`src/rtl/avaliador_sequencia.sv`:
```
// ---------------------------------------------------------------------------
// avaliador_sequencia
//
// Sequence engine for the piano game. In record mode it stores a played
// sequence (note + duration in metronome ticks) in an internal memory; in
// evaluate mode it scores a player against the stored sequence, checking the
// note and the timing (within +/-TOL ticks) and counting hits and errors.
//
// Ports:
//   clock            system clock, rising edge
//   reset            synchronous, active-low reset (memory is not reset)
//   iniciar          start pulse, ignored while ocupado=1
//   modo_grava       latched at start: 1 = record, 0 = evaluate
//   rapido           latched at start: 1 = fast tick, 0 = slow tick
//   ultimo           index of the last entry to process
//   botoes           one bit per key
//   ocupado          high from start until the sequence ends
//   pronto           one-cycle pulse on entering FIM
//   resultado_valido one-cycle pulse per evaluated note
//   nota_ok/tempo_ok per-note result, valid with resultado_valido
//   timeout          sticky timeout flag, cleared at next start
//   endereco         current entry index
//   acertos/erros    hit / miss counters
//   tick             one-cycle metronome pulse
//   db_estado        FSM state code
// ---------------------------------------------------------------------------
module avaliador_sequencia #(
    parameter int CLOCK_FREQ    = 50000000,
    parameter int N_BOTOES      = 12,
    parameter int DEPTH         = 16,
    parameter int TEMPO_W       = 4,
    parameter int TOL           = 1,
    parameter int TICK_LENTO    = CLOCK_FREQ / 2,
    parameter int TICK_RAPIDO   = CLOCK_FREQ / 4,
    parameter int TIMEOUT_TICKS = 10,
    localparam int NOTE_W       = $clog2(N_BOTOES + 1),
    localparam int ADDR_W       = $clog2(DEPTH)
) (
    input  logic                clock,
    input  logic                reset,
    input  logic                iniciar,
    input  logic                modo_grava,
    input  logic                rapido,
    input  logic [ADDR_W-1:0]   ultimo,
    input  logic [N_BOTOES-1:0] botoes,
    output logic                ocupado,
    output logic                pronto,
    output logic                resultado_valido,
    output logic                nota_ok,
    output logic                tempo_ok,
    output logic                timeout,
    output logic [ADDR_W-1:0]   endereco,
    output logic [ADDR_W:0]     acertos,
    output logic [ADDR_W:0]     erros,
    output logic                tick,
    output logic [2:0]          db_estado
);

    localparam int TICK_MAX = (TICK_LENTO > TICK_RAPIDO) ? TICK_LENTO : TICK_RAPIDO;
    localparam int CNT_W    = $clog2(TICK_MAX + 1);
    localparam int TO_W     = $clog2(TIMEOUT_TICKS + 1);

    localparam logic [CNT_W-1:0]   LENTO_FIM  = CNT_W'(TICK_LENTO - 1);
    localparam logic [CNT_W-1:0]   RAPIDO_FIM = CNT_W'(TICK_RAPIDO - 1);
    localparam logic [TO_W-1:0]    TO_LIMITE  = TO_W'(TIMEOUT_TICKS);
    localparam logic [TEMPO_W-1:0] MEDIDO_MAX = {TEMPO_W{1'b1}};
    localparam logic [TEMPO_W:0]   TOL_LIM    = (TEMPO_W + 1)'(TOL);

    typedef enum logic [2:0] {
        OCIOSO  = 3'd0,
        ESPERA  = 3'd1,
        AVALIA  = 3'd2,
        PROXIMO = 3'd3,
        FIM     = 3'd4
    } estado_t;

    // Priority encoder: lowest pressed key wins, 0 means no key.
    function automatic logic [NOTE_W-1:0] codifica(input logic [N_BOTOES-1:0] b);
        logic [NOTE_W-1:0] n;
        n = {NOTE_W{1'b0}};
        for (int i = N_BOTOES - 1; i >= 0; i--) begin
            if (b[i]) begin
                n = NOTE_W'(i + 1);
            end
        end
        return n;
    endfunction

    estado_t              estado_r;
    logic                 modo_r;
    logic                 rapido_r;
    logic [ADDR_W-1:0]    ultimo_r;
    logic [ADDR_W-1:0]    endereco_r;
    logic [ADDR_W:0]      acertos_r;
    logic [ADDR_W:0]      erros_r;
    logic                 ocupado_r;
    logic                 pronto_r;
    logic                 rv_r;
    logic                 nota_ok_r;
    logic                 tempo_ok_r;
    logic                 timeout_r;
    logic [NOTE_W-1:0]    nota_cap_r;
    logic [TEMPO_W-1:0]   medido_cap_r;
    logic                 prev_any_r;
    logic [CNT_W-1:0]     cnt_r;
    logic [TEMPO_W-1:0]   medido_r;
    logic [TO_W-1:0]      to_cnt_r;
    logic                 tick_r;

    logic [NOTE_W-1:0]    mem_nota_r  [DEPTH];
    logic [TEMPO_W-1:0]   mem_tempo_r [DEPTH];

    logic                 press_s;
    logic [CNT_W-1:0]     fim_periodo_s;
    logic                 tick_now_s;
    logic [TEMPO_W-1:0]   medido_next_s;
    logic [TEMPO_W-1:0]   diff_s;
    logic                 nota_ok_s;
    logic                 tempo_ok_s;
    logic                 we_s;

    // Press detection, tick bookkeeping and per-entry comparison.
    always_comb begin
        press_s       = (|botoes) & ~prev_any_r;
        fim_periodo_s = rapido_r ? RAPIDO_FIM : LENTO_FIM;
        tick_now_s    = (cnt_r == fim_periodo_s);
        // Include a tick landing on this very edge so the captured duration
        // counts every full period since the previous press.
        if (tick_now_s && (medido_r != MEDIDO_MAX)) begin
            medido_next_s = medido_r + TEMPO_W'(1);
        end else begin
            medido_next_s = medido_r;
        end
        if (medido_cap_r >= mem_tempo_r[endereco_r]) begin
            diff_s = medido_cap_r - mem_tempo_r[endereco_r];
        end else begin
            diff_s = mem_tempo_r[endereco_r] - medido_cap_r;
        end
        nota_ok_s  = (nota_cap_r == mem_nota_r[endereco_r]);
        tempo_ok_s = (endereco_r == {ADDR_W{1'b0}}) || ({1'b0, diff_s} <= TOL_LIM);
        we_s       = (estado_r == AVALIA) && modo_r;
    end

    // Previous key-activity flag for edge detection.
    always_ff @(posedge clock) begin
        if (!reset) begin
            prev_any_r <= 1'b0;
        end else begin
            prev_any_r <= |botoes;
        end
    end

    // Metronome: period counter, tick pulse, elapsed ticks and timeout ticks.
    always_ff @(posedge clock) begin
        if (!reset) begin
            cnt_r    <= {CNT_W{1'b0}};
            medido_r <= {TEMPO_W{1'b0}};
            to_cnt_r <= {TO_W{1'b0}};
            tick_r   <= 1'b0;
        end else if ((estado_r == OCIOSO) || press_s) begin
            cnt_r    <= {CNT_W{1'b0}};
            medido_r <= {TEMPO_W{1'b0}};
            to_cnt_r <= {TO_W{1'b0}};
            tick_r   <= 1'b0;
        end else if (tick_now_s) begin
            cnt_r    <= {CNT_W{1'b0}};
            tick_r   <= 1'b1;
            medido_r <= medido_next_s;
            if (to_cnt_r != TO_LIMITE) begin
                to_cnt_r <= to_cnt_r + TO_W'(1);
            end
        end else begin
            cnt_r  <= cnt_r + CNT_W'(1);
            tick_r <= 1'b0;
        end
    end

    // Sequence memory; intentionally survives reset.
    always_ff @(posedge clock) begin
        if (we_s && reset) begin
            mem_nota_r[endereco_r] <= nota_cap_r;
            if (endereco_r == {ADDR_W{1'b0}}) begin
                mem_tempo_r[endereco_r] <= {TEMPO_W{1'b0}};
            end else begin
                mem_tempo_r[endereco_r] <= medido_cap_r;
            end
        end
    end

    // Main control FSM with registered outputs.
    always_ff @(posedge clock) begin
        if (!reset) begin
            estado_r     <= OCIOSO;
            modo_r       <= 1'b0;
            rapido_r     <= 1'b0;
            ultimo_r     <= {ADDR_W{1'b0}};
            endereco_r   <= {ADDR_W{1'b0}};
            acertos_r    <= {(ADDR_W + 1){1'b0}};
            erros_r      <= {(ADDR_W + 1){1'b0}};
            ocupado_r    <= 1'b0;
            pronto_r     <= 1'b0;
            rv_r         <= 1'b0;
            nota_ok_r    <= 1'b0;
            tempo_ok_r   <= 1'b0;
            timeout_r    <= 1'b0;
            nota_cap_r   <= {NOTE_W{1'b0}};
            medido_cap_r <= {TEMPO_W{1'b0}};
        end else begin
            pronto_r <= 1'b0;
            rv_r     <= 1'b0;
            case (estado_r)
                OCIOSO: begin
                    if (iniciar) begin
                        modo_r     <= modo_grava;
                        rapido_r   <= rapido;
                        ultimo_r   <= ultimo;
                        endereco_r <= {ADDR_W{1'b0}};
                        acertos_r  <= {(ADDR_W + 1){1'b0}};
                        erros_r    <= {(ADDR_W + 1){1'b0}};
                        timeout_r  <= 1'b0;
                        ocupado_r  <= 1'b1;
                        estado_r   <= ESPERA;
                    end
                end
                ESPERA: begin
                    if (press_s) begin
                        nota_cap_r   <= codifica(botoes);
                        medido_cap_r <= medido_next_s;
                        estado_r     <= AVALIA;
                    end else if (to_cnt_r == TO_LIMITE) begin
                        timeout_r <= 1'b1;
                        pronto_r  <= 1'b1;
                        ocupado_r <= 1'b0;
                        estado_r  <= FIM;
                    end
                end
                AVALIA: begin
                    if (!modo_r) begin
                        rv_r       <= 1'b1;
                        nota_ok_r  <= nota_ok_s;
                        tempo_ok_r <= tempo_ok_s;
                        if (nota_ok_s && tempo_ok_s) begin
                            acertos_r <= acertos_r + (ADDR_W + 1)'(1);
                        end else begin
                            erros_r <= erros_r + (ADDR_W + 1)'(1);
                        end
                    end
                    estado_r <= PROXIMO;
                end
                PROXIMO: begin
                    if (endereco_r == ultimo_r) begin
                        pronto_r  <= 1'b1;
                        ocupado_r <= 1'b0;
                        estado_r  <= FIM;
                    end else begin
                        endereco_r <= endereco_r + ADDR_W'(1);
                        estado_r   <= ESPERA;
                    end
                end
                FIM: begin
                    estado_r <= OCIOSO;
                end
                default: begin
                    ocupado_r <= 1'b0;
                    estado_r  <= OCIOSO;
                end
            endcase
        end
    end

    assign ocupado          = ocupado_r;
    assign pronto           = pronto_r;
    assign resultado_valido = rv_r;
    assign nota_ok          = nota_ok_r;
    assign tempo_ok         = tempo_ok_r;
    assign timeout          = timeout_r;
    assign endereco         = endereco_r;
    assign acertos          = acertos_r;
    assign erros            = erros_r;
    assign tick             = tick_r;
    assign db_estado        = estado_r;

endmodule

```
`config.mk`:
```
export PLATFORM = sky130hd
export DESIGN_NAME = avaliador_sequencia
export DESIGN_NICKNAME = d
export VERILOG_FILES = /design/src/rtl/avaliador_sequencia.sv
export SDC_FILE = /design/constraint.sdc
export NUM_CORES = 1
export LEC_CHECK = 0
export CAP_MARGIN = 15
export CELL_PAD_IN_SITES_DETAIL_PLACEMENT = 0
export CELL_PAD_IN_SITES_GLOBAL_PLACEMENT = 2
export CORE_MARGIN = 10
export CORE_UTILIZATION = 46
export DETAILED_ROUTE_END_ITERATION = 6
export PLACE_DENSITY_LB_ADDON = 0.1
export SLEW_MARGIN = 20
export SYNTH_ARGS = -nofsm -noshare
export SYNTH_HDL_FRONTEND = slang
export SYNTH_SLANG_ARGS = --single-unit
```
`constraint.sdc`:
```
create_clock -name clock -period 11.74 [get_ports clock]
set_input_delay 2.348 -clock clock [delete_from_list [all_inputs] [get_ports clock]]
set_output_delay 2.348 -clock clock [all_outputs]
set_load 0.01 [all_outputs]
```
Word level (Yosys, flattened, before mapping)
Memory sizes are Yosys's and may differ from the RTL's. A register that Yosys moved wholly into a read port is not among the register bits.
Index checks and enable logic that the tools add are counted.
Storage, ports and cells
  bits of input ports: 21
  logic and storage cells: 141
  RAM bits: 128
  output and inout bits: 24
  register bits: 72
  memories: 2
Memory list
  mem_nota_r: words 16, width 4, read ports 1, clocked after memory_dff 1, wr ports 1, line 110  | logic [NOTE_W-1:0] mem_nota_r [DEPTH];
  mem_tempo_r: words 16, width 4, read ports 1, clocked after memory_dff 1, wr ports 1, line 111  | logic [TEMPO_W-1:0] mem_tempo_r [DEPTH];
Operators by class
  magnitude comparators: 2
  equality and inequality tests: 19
  bitwise gates (word level): 6
  muxes and demuxes: 58
  add/sub/neg operators: 8
  reduce and logical (&&, ||, !) cells: 26
Operator list (number)
  $mux 4: 21
  $add 25x1->25 const B: 1
  $eq 25x25->1: 1
  $mux 25: 1
  $mux 5: 5
  $mux 1: 20
  $pmux 5 s2: 2
  $ne 2x2->1 const B: 7
  $add 4x1->4 const B: 3
  $mux 3: 4
  $pmux 3 s4: 1
  $reduce_and 2->1: 6
  $reduce_and 4->1: 3
  $reduce_or 12->1: 1
  $add 5x1->5 const B: 2
  $eq 4x4->1: 2
  $ne 4x4->1 const B: 2
  $pmux 4 s2: 1
  $sub 4x4->4: 2
  $eq 3x2->1 const B: 2
  $reduce_bool 2->1: 3
  $reduce_and 5->1: 1
  $eq 4x4->1 const B: 1
  $ge 4x4->1: 1
  17 further kinds: 26

Logic depth before layout (Yosys ltp)
Gate-level depths: netlist of the first run.
  word-level depth: 12
  depth in mapped cells: 15
  mapped depth without buffers: 12

Least setup slack after synthesis of the first run
Ideal clock, no wire load.
  path type: register to register
  from: reg with a tool-made name
  to: reg erros_r[4] (netlist: erros[4])
  buffers on the path: 2
  arrival: 4555 ps
  stages on the path, launching flop included: 14
  library setup time: 120 ps
  period minus slack after synthesis: 4674 ps
  required time: 11620 ps
  slack: 7066 ps
  path through: dfxtp_1 > buf_1 > clkbuf_1 > mux4_2 > mux4_2 > ha_1 > nor2b_1 > o21a_1 > or3_1 > a211o_1 > a311oi_4 > nor3_2 > and3_1 > a211o_1
RTL lines
  end signal, assigned: line 199  | erros_r <= {(ADDR_W + 1){1'b0}};
  end signal, assigned: line 219  | erros_r <= {(ADDR_W + 1){1'b0}};
  end signal, assigned: line 245  | erros_r <= erros_r + (ADDR_W + 1)'(1);
  end, declared: line 95  | logic [ADDR_W:0] erros_r;

Final worst setup path of the first run
  from: in botoes[3]
  to: reg cnt_r[10]
Between the ends
  cells in the longest elaborated chain, start to end: 4
RTL lines
  start, declared: line 45  | input logic [N_BOTOES-1:0] botoes,
  $reduce_or 12->1: line 124  | press_s = (|botoes) & ~prev_any_r;
  $and 1x1->1: line 124
  $logic_or 1x1->1: line 160  | end else if ((estado_r == OCIOSO) || press_s) begin
  $reduce_or 3->1 (no line)
  end signal, assigned: line 156  | cnt_r <= {CNT_W{1'b0}};
  end signal, assigned: line 161  | cnt_r <= {CNT_W{1'b0}};
  end signal, assigned: line 166  | cnt_r <= {CNT_W{1'b0}};
  end, declared: line 105  | logic [CNT_W-1:0] cnt_r;
Every way passes these cells.
A chain may end at the register's enable or synchronous reset.

==> flow_metrics.py, run 1 <==
metrics = {
    "cts": {
        "cts_tree": "yes",
        "cts_setup_buffers": 0,
        "cts_resized": 0,
        "cts_hold_buf": 0,
        "ctsLongestPathBuffers": 3,
        "path_clk_slew_ns": 0.06,
        "clk_latency_ns": 0.50,
        "htree_levels": 1,
        "cts_buffers": 22,
        "cts-root-buf": "clkbuf_16",
        "clock-sinks": 204,
    },
    "detailed_routing": {
        "routed-via-count": 5333,
        "drcViolationCount": 0,
        "drt-pass1-iter-count": 5,
        "wl_per_cell_um": 19.26,
        "avgViaCountPerCell": 5.532,
        "drt_iter0_drc": 265,
        "route.antenna.remaining_nets": 0,
        "drt_wl_total_um": 18570,
    },
    "pwr": {
        "power_uw": 1557,
        "p_clk_share_pct": 47.3,
        "power_switching_uw": 305.1,
        "comb_power_share_pct": 3.1,
        "p_leak_uw": 0.003306,
        "ir_drop_v": 0.00007848,
        "p_sw_share_pct": 19.60,
        "power_per_cell_area_nw_per_um2": 153.3,
        "pwr-share-seq_pct": 49.6,
        "p_int_uw": 1252,
    },
    "placed_design": {
        "placed_cells": 924,
        "globalplace.congestion": 0.7817,
        "dp_hpwl_um": 12820,
        "io_buffers": 44,
    },
    "worst_setup_path": {
        "cp_max_fo": 25,
        "worstReg2RegEnd": "erros[0]",
        "r2r_setup_slack_ns": 7.31,
        "cp-startpoint": "botoes[3]",
        "required_ns": 12.15,
        "start_kind": "input port",
        "cp_data_arrival_time_ns": 5.45,
        "cp-end-kind": "flip-flop",
        "path_class": "in -> reg",
        "crit_path_end": "cnt_r[10]",
        "ff2ff_path_depth": 13,
    },
    "yosys": {
        "ys_top_cells_by_count": "edfxtp_1 (128), nor2_1 (83), dfxtp_1 (76)",
        "synthArstFlopShare_pct": 0,
        "synthCells": 667,
        "yosysTopAreaCell": "edfxtp_1",
        "synth_cell_types": 55,
        "synth_edf_count": 128,
        "syn-num-nets": 707,
        "syn_area_per_cell_um2": 13.08,
        "yosysWarnings": 0,
        "synth.most_common_cell": "edfxtp_1",
        "netlist_top_cells_area": "edfxtp_1 (44%), dfxtp_1 (17%), mux4_2 (9.5%)",
        "synth_top_area_share_pct": 44.05,
        "netlist_area_um2": 8726,
        "ys_seq_area_share_pct": 61.49,
        "ys_seq_elements": 204,
        "synth-main-ff-cell": "edfxtp_1",
    },
    "finish": {
        "syn2layout_area_growth_pct": 16.40,
        "diodes": 0,
        "fin_nets": 754,
        "drive_gt1_share_pct": 10.82,
        "layoutNonFillerInstCount": 964,
    },
    "floorplanning": {
        "dieWidth_um": 157.7,
        "num_rows": 50,
        "io_pins": 45,
        "die-area_um2": 24880,
        "core_area_um2": 18710,
        "start_util_pct": 46.65,
        "die_y_um": 157.7,
    },
    "sta": {
        "finalWorstPathRequiredPeriod_ns": 5.033,
        "slew_headroom_pct": 37.33,
        "fin_crit_sh_pct": 42.87,
        "worst_clock_skew_ns": 0.009631,
        "tightest_slew_ns": 0.9329,
        "slew_violations": 0,
        "grt_setup_unrepaired": "false",
        "final_hold_viol_count": 0,
        "timing.fmax_mhz": 198.7,
        "setup_viol": 0,
        "hold_slack_ns": 0.4371,
        "fin_tns_setup_ns": 0,
    },
    "grt": {
        "antenna_found_initial": 0,
        "grt_max_degree": 30,
        "first_global_vias": 5349,
        "overflow": 0,
        "grt_use_total_pct": 15.05,
        "grt_pass1_wl_um": 29610,
    },
    "min_path": {
        "min_from": "cnt_r[0]",
        "holdCritPathClass": "reg -> reg",
    },
    "job": {
        "maxCapViolations": 0,
    },
    "run_status": {
        "outcome": "complete, no violations",
    },
}
[state kept, by name (all words and copies together) (netlist names), 4 cells and up, named ones only]
name          flops
endereco          4
ultimo_r          4
acertos           5
to_cnt_r          4
mem_nota_r       64
mem_tempo_r      64
medido_r          4
nota_cap_r        4
medido_cap_r      4
cnt_r            25
erros             5
[layout make-up]
cell class / instances / area [um2]
multi-input cells: 415 / 3162
clock buffers: 29 / 598.1
flip-flops and latches: 204 / 5365
well taps: 234 / 292.8
repair buffers: 49 / 478.0
clock inverters: 11 / 178.9
inverters: 22 / 82.58
fillers: 1532 / 8548
[power groups by stage]
| stage | clock network (uW) | logic, uW | registers [uW] |
|---|---|---|---|
| final | 736 | 48.7 | 772 |
| after CTS | 751 | 49.2 | 772 |
| after detailed placement | 0 | 49.1 | 787 |
| after floorplan | 0 | 30.5 | 783 |
| after global placement | 0 | 48.3 | 787 |
| after global routing | 784 | 54.5 | 773 |
[worst max-delay path, cell delays in order]
cell and delay, ns:
clkdlybuf4s50_1 0.44, or4_1 0.54, or4_1 0.44, and4bb_1 0.35
or2_2 0.16, o311ai_2 0.24, or2_1 0.63, nor2_1 0.27
[per-layer routing]
layer | vias to the layer above | routed length [um] | global-route usage [%]
li1 | 2568 | - | -
met1 | 2655 | 8251 | 20.35
met2 | 96 | 9204 | 24.55
met3 | 14 | 907 | 2.822
met4 | 0 | 207 | 3.606
met5 | - | 0 | 0
[worst min path at each step]
stage                     endpoint  slack, ns  cells after the start
final                     cnt_r[0]       0.44                      1
after global routing      cnt_r[0]       0.46                      1
after CTS                 cnt_r[0]       0.44                      1
after detailed placement  cnt_r[0]       0.43                      1
after global placement    cnt_r[0]       0.42                      1
after floorplan           cnt_r[0]       0.41                      1
[placed cells by master, fill, tap and decap left out, drive strengths merged, types with 3 or more instances in the layout]
cell type	instances
mux2i	14
nand2b	7
and3	10
inv	21
nand2	43
and4	3
or2	4
a211oi	3
nor2b	6
clkbuf	29
nand3	16
a211o	3
xor2	23
nor3	28
bufinv	5
xnor2	13
mux4	37
o21ai	17
a21oi	29
dfxtp	76
ha	17
o31ai	3
nor2	83
or3	7
or4	3
nor3b	5
edfxtp	128
clkdlybuf4s50	44
nand4	12
buf	5
clkinv	6
nor4	4
[per-stage QoR]
step           utilization (%)  setup slack, ns  cell area (um2)
2_1_floorplan                -            7.066             8726
3_3_place_gp             50.15            6.292             9380
3_5_place_dp             50.15            6.177             9380
4_1_cts                  54.30            6.686            10160
5_1_grt                  54.30            6.532            10160
6_report                 54.30            6.707            10160
[cells by family after synthesis]
group	Yosys count	share of synthesized area [%]
mux	52	11.28
fa+ha+maj	19	2.896
xor+xnor	36	3.613
buf+inv	48	2.280
flops	204	61.49
simple gates	240	13.46
compound gates	68	4.976
Power figures use the tool's default switching activity.
==> run 2, diff against run 1 <==
Settings changed: CORE_UTILIZATION 46 to 42.
Clock period 11.74 ns to 4.8 ns, I/O delays scaled along.
==> flow_metrics.py, run 2 (synthesized netlist as in run 1, its figures left out) <==
metrics = {
    "grt": {
        "grt_use_total_pct": 14.05,
        "antenna_found_initial": 0,
        "grt_pass1_wl_um": 29990,
        "grt_util_met3_pct": 2.829,
        "grt_max_degree": 26,
        "grtUsageMet1_pct": 18.88,
        "grt_util_met2_pct": 22.67,
        "first_global_vias": 5417,
        "top_usage_layer": "met2",
        "overflow": 0,
    },
    "detailed_routing": {
        "drt-pass1-iter-count": 5,
        "drt_wl_total_um": 18980,
        "routed-via-count": 5386,
        "drcViolationCount": 0,
        "avgViaCountPerCell": 5.375,
        "route.antenna.remaining_nets": 0,
        "drt_iter0_drc": 232,
        "wl_per_cell_um": 18.94,
    },
    "worst_setup_path": {
        "worstReg2RegEnd": "erros[0]",
        "cp_data_arrival_time_ns": 4.61,
        "start_kind": "flip-flop",
        "cp_max_fo": 11,
        "crit_path_end": "erros[0]",
        "r2r_setup_slack_ns": 0.63,
        "required_ns": 5.24,
        "ff2ff_path_depth": 11,
        "path_class": "reg -> reg",
        "cp-end-kind": "flip-flop",
    },
    "min_path": {
        "holdCritPathClass": "reg -> reg",
    },
    "sta": {
        "setup_viol": 0,
        "slew_headroom_pct": 35.65,
        "fin_crit_sh_pct": 86.97,
        "timing.fmax_mhz": 239.6,
        "tightest_slew_ns": 0.9579,
        "fin_ws_ns": 0.6257,
        "worst_clock_skew_ns": 0.007237,
        "final_hold_viol_count": 0,
        "fin_tns_setup_ns": 0,
        "grt_setup_unrepaired": "false",
        "finalWorstPathRequiredPeriod_ns": 4.174,
        "slew_violations": 0,
    },
    "finish": {
        "multi_input_area_um2": 3162,
        "syn2layout_area_growth_pct": 17.06,
        "layout_commonest_cell": "edfxtp_1",
        "diodes": 0,
        "reg_top3": "mem_nota_r: 64 flops, mem_tempo_r: 64 flops, cnt_r: 25 flops",
        "fin_nets": 758,
        "fillerInstances": 1739,
        "drive_gt1_share_pct": 11.48,
        "final-seq-area_um2": 5365,
        "layout_common_cells": "edfxtp_1 (128), nor2_1 (83), dfxtp_1 (76)",
    },
    "floorplanning": {
        "io_pins": 45,
        "core_area_um2": 20360,
        "die_y_um": 164.1,
        "num_rows": 52,
        "die-area_um2": 26940,
        "dieWidth_um": 164.1,
        "start_util_pct": 42.85,
    },
    "cts": {
        "cts_hold_buf": 0,
        "htree_levels": 1,
        "clock-sinks": 204,
        "cts_setup_buffers": 0,
        "ctsLongestPathBuffers": 3,
        "cts_tree": "yes",
        "path_clk_slew_ns": 0.06,
        "clk_latency_ns": 0.49,
        "cts_buffers": 22,
        "cts-root-buf": "clkbuf_16",
        "cts_resized": 0,
    },
    "placed_design": {
        "io_buffers": 44,
        "dp_hpwl_um": 13260,
        "dp_slack_ns": 0.5821,
        "globalplace.congestion": 0.7830,
    },
    "pwr": {
        "p_leak_uw": 0.003254,
        "power_per_cell_area_nw_per_um2": 366.7,
        "ir_drop_v": 0.0001803,
        "power_uw": 3746,
    },
    "job": {
        "maxCapViolations": 0,
    },
    "run_status": {
        "outcome": "complete, no violations",
    },
}
==> run 2: worst min-delay path by stage <==
stage / endpoint / start / cells past startpoint / slack [ns]
after floorplan: cnt_r[0] / cnt_r[0] / 1 / 0.41
after global placement: cnt_r[0] / cnt_r[0] / 1 / 0.42
after detailed placement: cnt_r[0] / cnt_r[0] / 1 / 0.44
after CTS: cnt_r[0] / cnt_r[0] / 1 / 0.45
after global routing: cnt_r[0] / cnt_r[0] / 1 / 0.48
final: cnt_r[0] / cnt_r[0] / 1 / 0.44
==> run 2: worst max-delay path, stage by stage (launching register included) <==
cell	delay (ns)
dfxtp_1	0.68
buf_4	0.27
mux4_2	0.31
mux4_2	0.56
ha_1	0.39
o21a_1	0.15
or3_1	0.30
a211o_1	0.35
a311oi_4	0.47
o21ai_1	0.16
a21oi_2	0.28
mux2_2	0.19
==> run 2: metal layers <==
metal	wire [um]	vias to the layer above	part of all wire, %
li1	-	2574	-
met1	8426	2679	44
met2	9168	109	48
met3	1062	24	5.6
met4	320	0	1.7
met5	0	-	0
==> run 2: layout make-up <==
cell class | instances | area share, %
inverters | 22 | 0.8084
clock buffers | 26 | 5.745
flip-flops and latches | 204 | 52.52
multi-input cells | 415 | 30.95
repair buffers | 53 | 5.096
clock inverters | 12 | 1.568
well taps | 270 | 3.307
==> run 2: where the power goes <==
group / internal, uW / total (uW) / switching, uW
registers: 1860 / 1890 / 23.7
clock network: 1080 / 1740 / 653
logic: 54.8 / 122 / 67.6
total: 3000 / 3750 / 744
==> run 2: per-stage QoR <==
stage	instances	instance area, um2	hold slack (ns)	util, %
2_1_floorplan	667	8726	0.4129	-
3_3_place_gp	964	9468	0.4221	46.49
3_5_place_dp	964	9468	0.4374	46.49
4_1_cts	1002	10210	0.4464	50.16
5_1_grt	1002	10210	0.4789	50.16
6_report	1002	10210	0.4415	50.16
==> run 3, diff against run 2 <==
--- a/config.mk
+++ b/config.mk
@@ -7,3 +7,3 @@
 export LEC_CHECK = 0
-export CAP_MARGIN = 15
+export CAP_MARGIN = 20
 export CELL_PAD_IN_SITES_DETAIL_PLACEMENT = 0
@@ -13,3 +13,3 @@
 export DETAILED_ROUTE_END_ITERATION = 6
-export PLACE_DENSITY_LB_ADDON = 0.1
+export PLACE_DENSITY = 0.79
 export SLEW_MARGIN = 20
==> constraint.sdc (replaced) <==
create_clock -name clock -period 4.8 [get_ports clock]
set_input_delay 0.72 -clock clock [delete_from_list [all_inputs] [get_ports clock]]
set_output_delay 0.72 -clock clock [all_outputs]
set_load 0.01 [all_outputs]
==> flow_metrics.py, run 3 (synthesized netlist as in run 1, its figures left out) <==
metrics = {
    "sta": {
        "fin_ws_ns": 0.5670,
        "slew_headroom_pct": 32.00,
        "fin_tns_setup_ns": 0,
        "hold_slack_ns": 0.4370,
        "slew_violations": 0,
        "tightest_slew_ns": 1.012,
        "fin_crit_sh_pct": 88.19,
        "worst_clock_skew_ns": 0.02114,
        "final_hold_viol_count": 0,
        "timing.fmax_mhz": 236.2,
        "setup_viol": 0,
        "finalWorstPathRequiredPeriod_ns": 4.233,
        "grt_setup_unrepaired": "false",
    },
    "worst_setup_path": {
        "ff2ff_path_depth": 12,
        "path_class": "reg -> reg",
        "cp_max_fo": 14,
        "required_ns": 5.25,
        "worstReg2RegEnd": "erros[0]",
        "r2r_setup_slack_ns": 0.57,
        "cp-end-kind": "flip-flop",
        "cp_data_arrival_time_ns": 4.68,
        "start_kind": "flip-flop",
    },
    "grt": {
        "grt_max_degree": 28,
        "first_global_vias": 5532,
        "grt_use_total_pct": 14.18,
        "grt_pass1_wl_um": 30520,
        "overflow": 0,
        "antenna_found_initial": 0,
    },
    "cts": {
        "cts_buffers": 22,
        "clk_latency_ns": 0.50,
        "cts_resized": 0,
        "path_clk_slew_ns": 0.06,
        "cts_hold_buf": 0,
        "cts_setup_buffers": 0,
        "htree_levels": 1,
        "cts-root-buf": "clkbuf_16",
        "clock-sinks": 204,
        "ctsLongestPathBuffers": 3,
        "cts_tree": "yes",
    },
    "floorplanning": {
        "io_pins": 45,
        "start_util_pct": 42.85,
        "core_area_um2": 20360,
        "num_rows": 52,
        "dieWidth_um": 164.1,
        "die-area_um2": 26940,
        "die_y_um": 164.1,
    },
    "finish": {
        "reg_top3": "mem_nota_r: 64 flops, mem_tempo_r: 64 flops, cnt_r: 25 flops",
        "fin_nets": 758,
        "syn2layout_area_growth_pct": 16.30,
        "layout_commonest_cell": "edfxtp_1",
        "drive_gt1_share_pct": 11.31,
        "design_area_um2": 10150,
        "diodes": 0,
        "final_core_util_pct": 49.83,
        "layout_common_cells": "edfxtp_1 (128), nor2_1 (83), dfxtp_1 (76)",
        "fillerInstances": 1762,
    },
    "pwr": {
        "p_int_uw": 2877,
        "ir_drop_v": 0.0002250,
        "power_switching_uw": 747.6,
        "p_leak_uw": 0.003231,
        "comb_power_share_pct": 3.3,
        "pwr-share-seq_pct": 52.1,
        "p_clk_share_pct": 44.6,
        "p_sw_share_pct": 20.62,
        "power_per_cell_area_nw_per_um2": 357.2,
    },
    "min_path": {
        "hold-path-cell-count": 1,
        "holdCritPathClass": "reg -> reg",
        "min_from": "cnt_r[0]",
        "hold_end": "cnt_r[0]",
    },
    "detailed_routing": {
        "avgViaCountPerCell": 5.356,
        "drt-pass1-iter-count": 5,
        "route.antenna.remaining_nets": 0,
        "drt_iter0_drc": 289,
        "wl_per_cell_um": 18.69,
        "routed-via-count": 5377,
        "drcViolationCount": 0,
        "drt_wl_total_um": 18760,
    },
    "placed_design": {
        "io_buffers": 44,
        "globalplace.congestion": 0.7772,
        "placed_area_um2": 9455,
        "dp_slack_ns": 0.5883,
        "dp_hpwl_um": 13260,
    },
    "run_status": {
        "outcome": "complete, no violations",
    },
    "job": {
        "maxCapViolations": 0,
    },
}
==> run 3: layout make-up <==
type | count | area, um2 | area share [%]
Inverter | 22 | 82.58 | 0.8137
Clock inverter | 9 | 67.56 | 0.6658
Tap cell | 270 | 337.8 | 3.329
Sequential cell | 204 | 5365 | 52.87
Timing Repair Buffer | 53 | 508.0 | 5.006
Clock buffer | 31 | 625.6 | 6.164
Multi-Input combinational cell | 415 | 3162 | 31.16
==> run 3: routing by layer <==
metal / routed length, um / GRT usage [%]
met1: 8511 / 18.92
met2: 9041 / 23.30
met3: 783 / 2.628
met4: 424 / 3.615
met5: 0 / 0
==> run 3: stage by stage <==
step           cells  power [uW]
2_1_floorplan    667        1989
3_3_place_gp     964        2046
3_5_place_dp     964        2048
4_1_cts         1004        3666
5_1_grt         1004        3758
6_report        1004        3625
==> run 3: worst max-delay path by stage <==
stage,to,slack (ns),start,cells past startpoint
final,erros[0],0.57,flip-flop,12
after global routing,erros[0],0.33,flip-flop,13
after CTS,erros[0],0.57,flip-flop,13
after detailed placement,erros[0],0.59,flip-flop,13
after global placement,erros[4],0.70,flip-flop,13
after floorplan,erros[4],0.13,flip-flop,13
==> run 3: power groups by stage <==
stage	Combinational, uW	Sequential [uW]	Clock [uW]
after global routing	135	1890	1730
after global placement	121	1920	0
after detailed placement	122	1930	0
final	121	1890	1620
after floorplan	74.6	1910	0
after CTS	123	1890	1660
==> run 3: critical path, stage by stage (launching register included) <==
cell and delay [ns]:
dfxtp_1 0.59, buf_4 0.27, buf_4 0.29, mux4_2 0.34, mux4_2 0.47, inv_1 0.10, ha_1 0.29, or3_1 0.37
a211o_1 0.36, a311oi_4 0.44, o21ai_1 0.15, a21oi_2 0.29, mux2_2 0.22
==> RTL change 1 (config.mk and constraints of run 3) <==
`TIMEOUT_TICKS`: 10 -> 11.
--- a/src/rtl/avaliador_sequencia.sv
+++ b/src/rtl/avaliador_sequencia.sv
@@ -32,7 +32,7 @@
     parameter int TOL           = 1,
     parameter int TICK_LENTO    = CLOCK_FREQ / 2,
     parameter int TICK_RAPIDO   = CLOCK_FREQ / 4,
-    parameter int TIMEOUT_TICKS = 10,
+    parameter int TIMEOUT_TICKS = 11,
     localparam int NOTE_W       = $clog2(N_BOTOES + 1),
     localparam int ADDR_W       = $clog2(DEPTH)
 ) (
Function: no difference found for any inputs over 4 cycles, from zero or initial values and one cycle with reset low; that may be too few to reach the edited logic, so the function may still have changed.
==> RTL change 1 against run 3 <==
- sequential power hardly changed
- routed wire length is 2.5% higher
- first-iteration DRC count is 17% lower
- sequential share of layout area is 0.61 points lower
- worst setup slack better by 73 ps
- sequential cell count stayed put
- utilization is 0.75 points higher
- clock power is 16% higher
- cell area is 1.2% higher
- area after synthesis is 0.24% lower
- synthesized cell count is 1.3% lower
- total power is 7.3% higher
- critical endpoint is now erros[4]
==> RTL change 1: results <==
[detailed_routing]
via_per_inst = 5.334
drtIter0Drc = 241
firstDrtPassIters = 4
drt_wl_total_mm = 19.22

[worst_setup_path]
crit_fanout = 8
reg2reg_setup_slack_ps = 640
crit_family = "compound AO/OA/AOI/OAI gates"
slowest_delay_ps = 590
arrival_ps = 4560

[sta]
slew-limit-headroom = 0.3167
clock_skew_ps = 13.58

[synth]
synth_cell_type_count = 59
syn_nets = 697
synthTopCellsByArea = "edfxtp_1, dfxtp_1, mux4_2"
ys_seq_area_frac = 0.6164
synth_enable_flop_cells = 128
yosys-top-cells-count = "edfxtp_1, nor2_1, dfxtp_1"

[placement]
post-dp-hpwl_mm = 13.37
gp_congestion = 0.8209

[layout]
drive_above_1_share = 0.1166
antenna_cells = 0
fin_nets = 752
fillers = 1774

[global_route]
grt_pass1_wl_mm = 30.66
grt_max_degree = 27
antenna_found_initial = 0
grt_pass1_vias = 5520
grtUsageTotal = 0.1449

[power_and_ir_drop]
leakage_nw = 3.322
peakVddDrop_uv = 201.9

[clock_tree]
cts_resized = 0
cts_made_buffers = 22

[status]
status = "finished clean"
RTL change 1: cell types whose count changed in the layout (fill, tap and decap cells not counted), moves of 6 or more:
cell and change:
o21ai_1 -8, mux4_1 +6, nor2_1 +6, mux4_2 -6, xor2_1 +6, a21oi_1 -6
RTL change 1: kinds of logic (layout without fill, tap and decap cells):
family,Yosys count,after routing,synth area share
adders and majority gates,18,18,0.02760
and+or+nand+nor,241,241,0.1334
DFF,204,204,0.6164
buffers and inverters,41,112,0.02027
AOI/OAI and AO/OA,66,66,0.05002
muxes,49,49,0.1123
xor gates and xnor gates,39,39,0.04010
RTL change 1: power by group:
group	internal (W)	switching [W]	leakage, nW
sequential	0.00186	0.0000228	1.74
combinational	0.0000530	0.0000696	1.19
clock	0.00121	0.000673	0.395
total	0.00313	0.000765	3.32
RTL change 1: worst paths after layout:
kind / start / to / cells past startpoint
worst max-delay path: flop / erros[4] / 12
worst min-delay path: modo_r / modo_r / 2
worst max register to register: flop / erros[4] / 12
worst min register to register: modo_r / modo_r / 2
RTL change 1: layout make-up:
type	count	area (µm²)	share of cell area
repair buffers	54	515.5	0.05021
inverters	18	67.56	0.006581
clock inverters	14	221.5	0.02157
flip-flops and latches	204	5365	0.5225
multi-input cells	413	3163	0.3081
clock buffers	26	596.8	0.05813
well taps	270	337.8	0.03290
RTL change 1: routing by layer:
metal  vias up  GRT usage  part of all wire
met5         -          0                 0
met4         0    0.04833             0.025
met3        34    0.03254             0.053
met2       105     0.2367              0.49
met1      2623     0.1872              0.44
li1       2567          -                 -
RTL change 1: through the flow:
step	area, µm²	cells	utilization	hold WS [ps]	worst slack, ps
final	10270	999	0.5058	460.9	639.6
after global routing	10270	999	0.5058	494.2	361.9
after CTS	10270	999	0.5058	455.8	593.2
after detailed placement	9449	959	0.4655	447.0	637.7
after global placement	9449	959	0.4655	450.5	740.8
after floorplan	8705	658	-	436.3	176.4
RTL change 1: worst reg2reg max path: stages (launching register included):
cell and delay (ps):
dfxtp_1 590, buf_4 230, mux4_2 530, mux4_2 540, ha_1 330, nor2b_1 140, o21ai_0 180, nor3b_1 230
o21ai_0 190, a311oi_4 530, nor2b_2 120, and3_1 190, a211o_1 250
==> RTL change 2 (flow settings as in run 3) <==
Made on the original files. Put one more register stage on the output `erros`, with the module's reset. The value now appears one clock later. The other outputs are not delayed to match.
--- a/src/rtl/avaliador_sequencia.sv
+++ b/src/rtl/avaliador_sequencia.sv
@@ -276,7 +276,13 @@
     assign timeout          = timeout_r;
     assign endereco         = endereco_r;
     assign acertos          = acertos_r;
-    assign erros            = erros_r;
+    always_ff @(posedge clock) begin
+        if (!reset) begin
+            erros <= '0;
+        end else begin
+            erros <= erros_r;
+        end
+    end
     assign tick             = tick_r;
     assign db_estado        = estado_r;
 
Check against the original RTL: not equivalent (Yosys sat finds a counterexample within 4 cycles, from zero or initial values and one cycle with reset low).
==> RTL change 2 against run 3 <==
- total power increased by 4.1%
- routed wire length increased by 3.2%
- cell area increased by 2.1%
- sequential power increased by 2%
- sequential share of layout area decreased by 0.11 points
- area after synthesis increased by 1.8%
- combinational power about the same
- worst setup slack got worse by 160 ps
- sequential cell count increased by 5
- critical path type unchanged
- critical endpoint is now erros_r[2]
==> RTL change 2: results <==
[clock_tree]
cts_setup_buffers = 0
cts_resized = 0
clock_path_buffers = 3
cts_made_buffers = 22
cts_root_buf = "clkbuf_16"

[layout]
fillers = 1801
layoutNonFillerInstCount = 1034
drive_above_1_share = 0.1041
fin_nets = 783

[global_route]
grt_max_degree = 30
grt_use_met3 = 0.02950
grt_pass1_vias = 5657
met1_usage = 0.1894
grt_pass1_wl_mm = 30.72
use_met2 = 0.2320
grtUsageTotal = 0.1430
antenna_found_initial = 0

[synth]
syn_nets = 731
ys_seq_area_frac = 0.6155
synth_enable_flop_cells = 128
yosys-top-cells-count = "edfxtp_1, nor2_1, dfxtp_1"
synthArstFlopShare = 0
syn_inst = 691
synth_cell_type_count = 51
synthTopCellsByArea = "edfxtp_1, dfxtp_1, mux4_2"

[power_and_ir_drop]
peakVddDrop_uv = 243.8
leakage_nw = 3.448

[placement]
dp.cells = 994
port_buffers = 44
gp_congestion = 0.8261
post-dp-hpwl_mm = 13.33
place_ws_ps = 429.4

[worst_setup_path]
reg2regPathDepth = 13
reg2reg_setup_slack_ps = 410
reg2reg_to = "erros_r[2]"
arrival_ps = 4790

[sta]
whs_ps = 475.3
finalCritPeriodShare = 0.9151
worstMarginPinSlew_ps = 886.7
clock_skew_ps = 22.36

[detailed_routing]
drtIter0Drc = 336
vias = 5531
firstDrtPassIters = 4
drt_wl_total_mm = 19.37

[worst_hold_path]
whs_path_depth = 1

[status]
status = "finished clean"
RTL change 2: changes by cell type after synthesis, sizes merged, moves of 7 or more:
cell   change
a21oi     -11
and2      +14
mux2i     +13
nor2      +22
nor3       -8
or3        -7
xor2       +9
RTL change 2: cell families (layout without fill, tap and decap cells):
group,count (synthesis),in the layout,share of synthesized area
muxes,59,59,0.1116
xor gates and xnor gates,41,41,0.04044
and+or+nand+nor,250,250,0.1334
buffers and inverters,47,115,0.02282
adders and majority gates,19,19,0.02846
DFF,209,209,0.6155
AOI/OAI and AO/OA,66,66,0.04777
RTL change 2: how the worst max path moves through the flow:
stage          start          to  depth (start not counted)
6_report        flop  erros_r[2]                         13
5_1_grt         flop  erros_r[2]                         13
3_3_place_gp    flop  erros_r[2]                         13
2_1_floorplan   flop  erros_r[2]                         16
3_5_place_dp    flop  erros_r[2]                         13
4_1_cts         flop  erros_r[2]                         13
RTL change 2: worst max-delay path, stage by stage, from the launching register on:
cell and delay, ps:
dfxtp_2 600, mux4_2 570, mux4_2 520, ha_1 240, fa_1 410, a21boi_0 140
o21ai_0 210, and3_1 180, a221oi_1 80, buf_4 160, or2_2 300, o21ai_1 490
nor4_1 120, a211o_1 260
RTL change 2: power breakdown:
group,total (W),internal [W],leakage [nW],switching (W)
registers,0.00193,0.00191,1.77,0.0000249
clock network,0.00172,0.00105,0.365,0.000676
logic,0.000121,0.0000557,1.31,0.0000654
total,0.00377,0.00301,3.45,0.000767
RTL change 2: layout make-up:
class / count / share of cell area
multi-input cells: 435 / 0.3100
repair buffers: 55 / 0.05048
inverters: 20 / 0.007245
flip-flops and latches: 209 / 0.5276
clock buffers: 33 / 0.06304
clock inverters: 7 / 0.008453
well taps: 275 / 0.03321
RTL change 2: through the flow:
step / util / instance area (µm²)
CTS: 0.4960 / 10360
detailed placement: 0.4606 / 9620
global placement: 0.4606 / 9620
floorplan: - / 8880
global route: 0.4960 / 10360
finish: 0.4960 / 10360
RTL change 2: per-layer routing:
layer / up-vias / part of all wire
met1: 2751 / 0.44
met3: 28 / 0.054
met2: 117 / 0.48
met5: - / 0
met4: 0 / 0.020
li1: 2635 / -
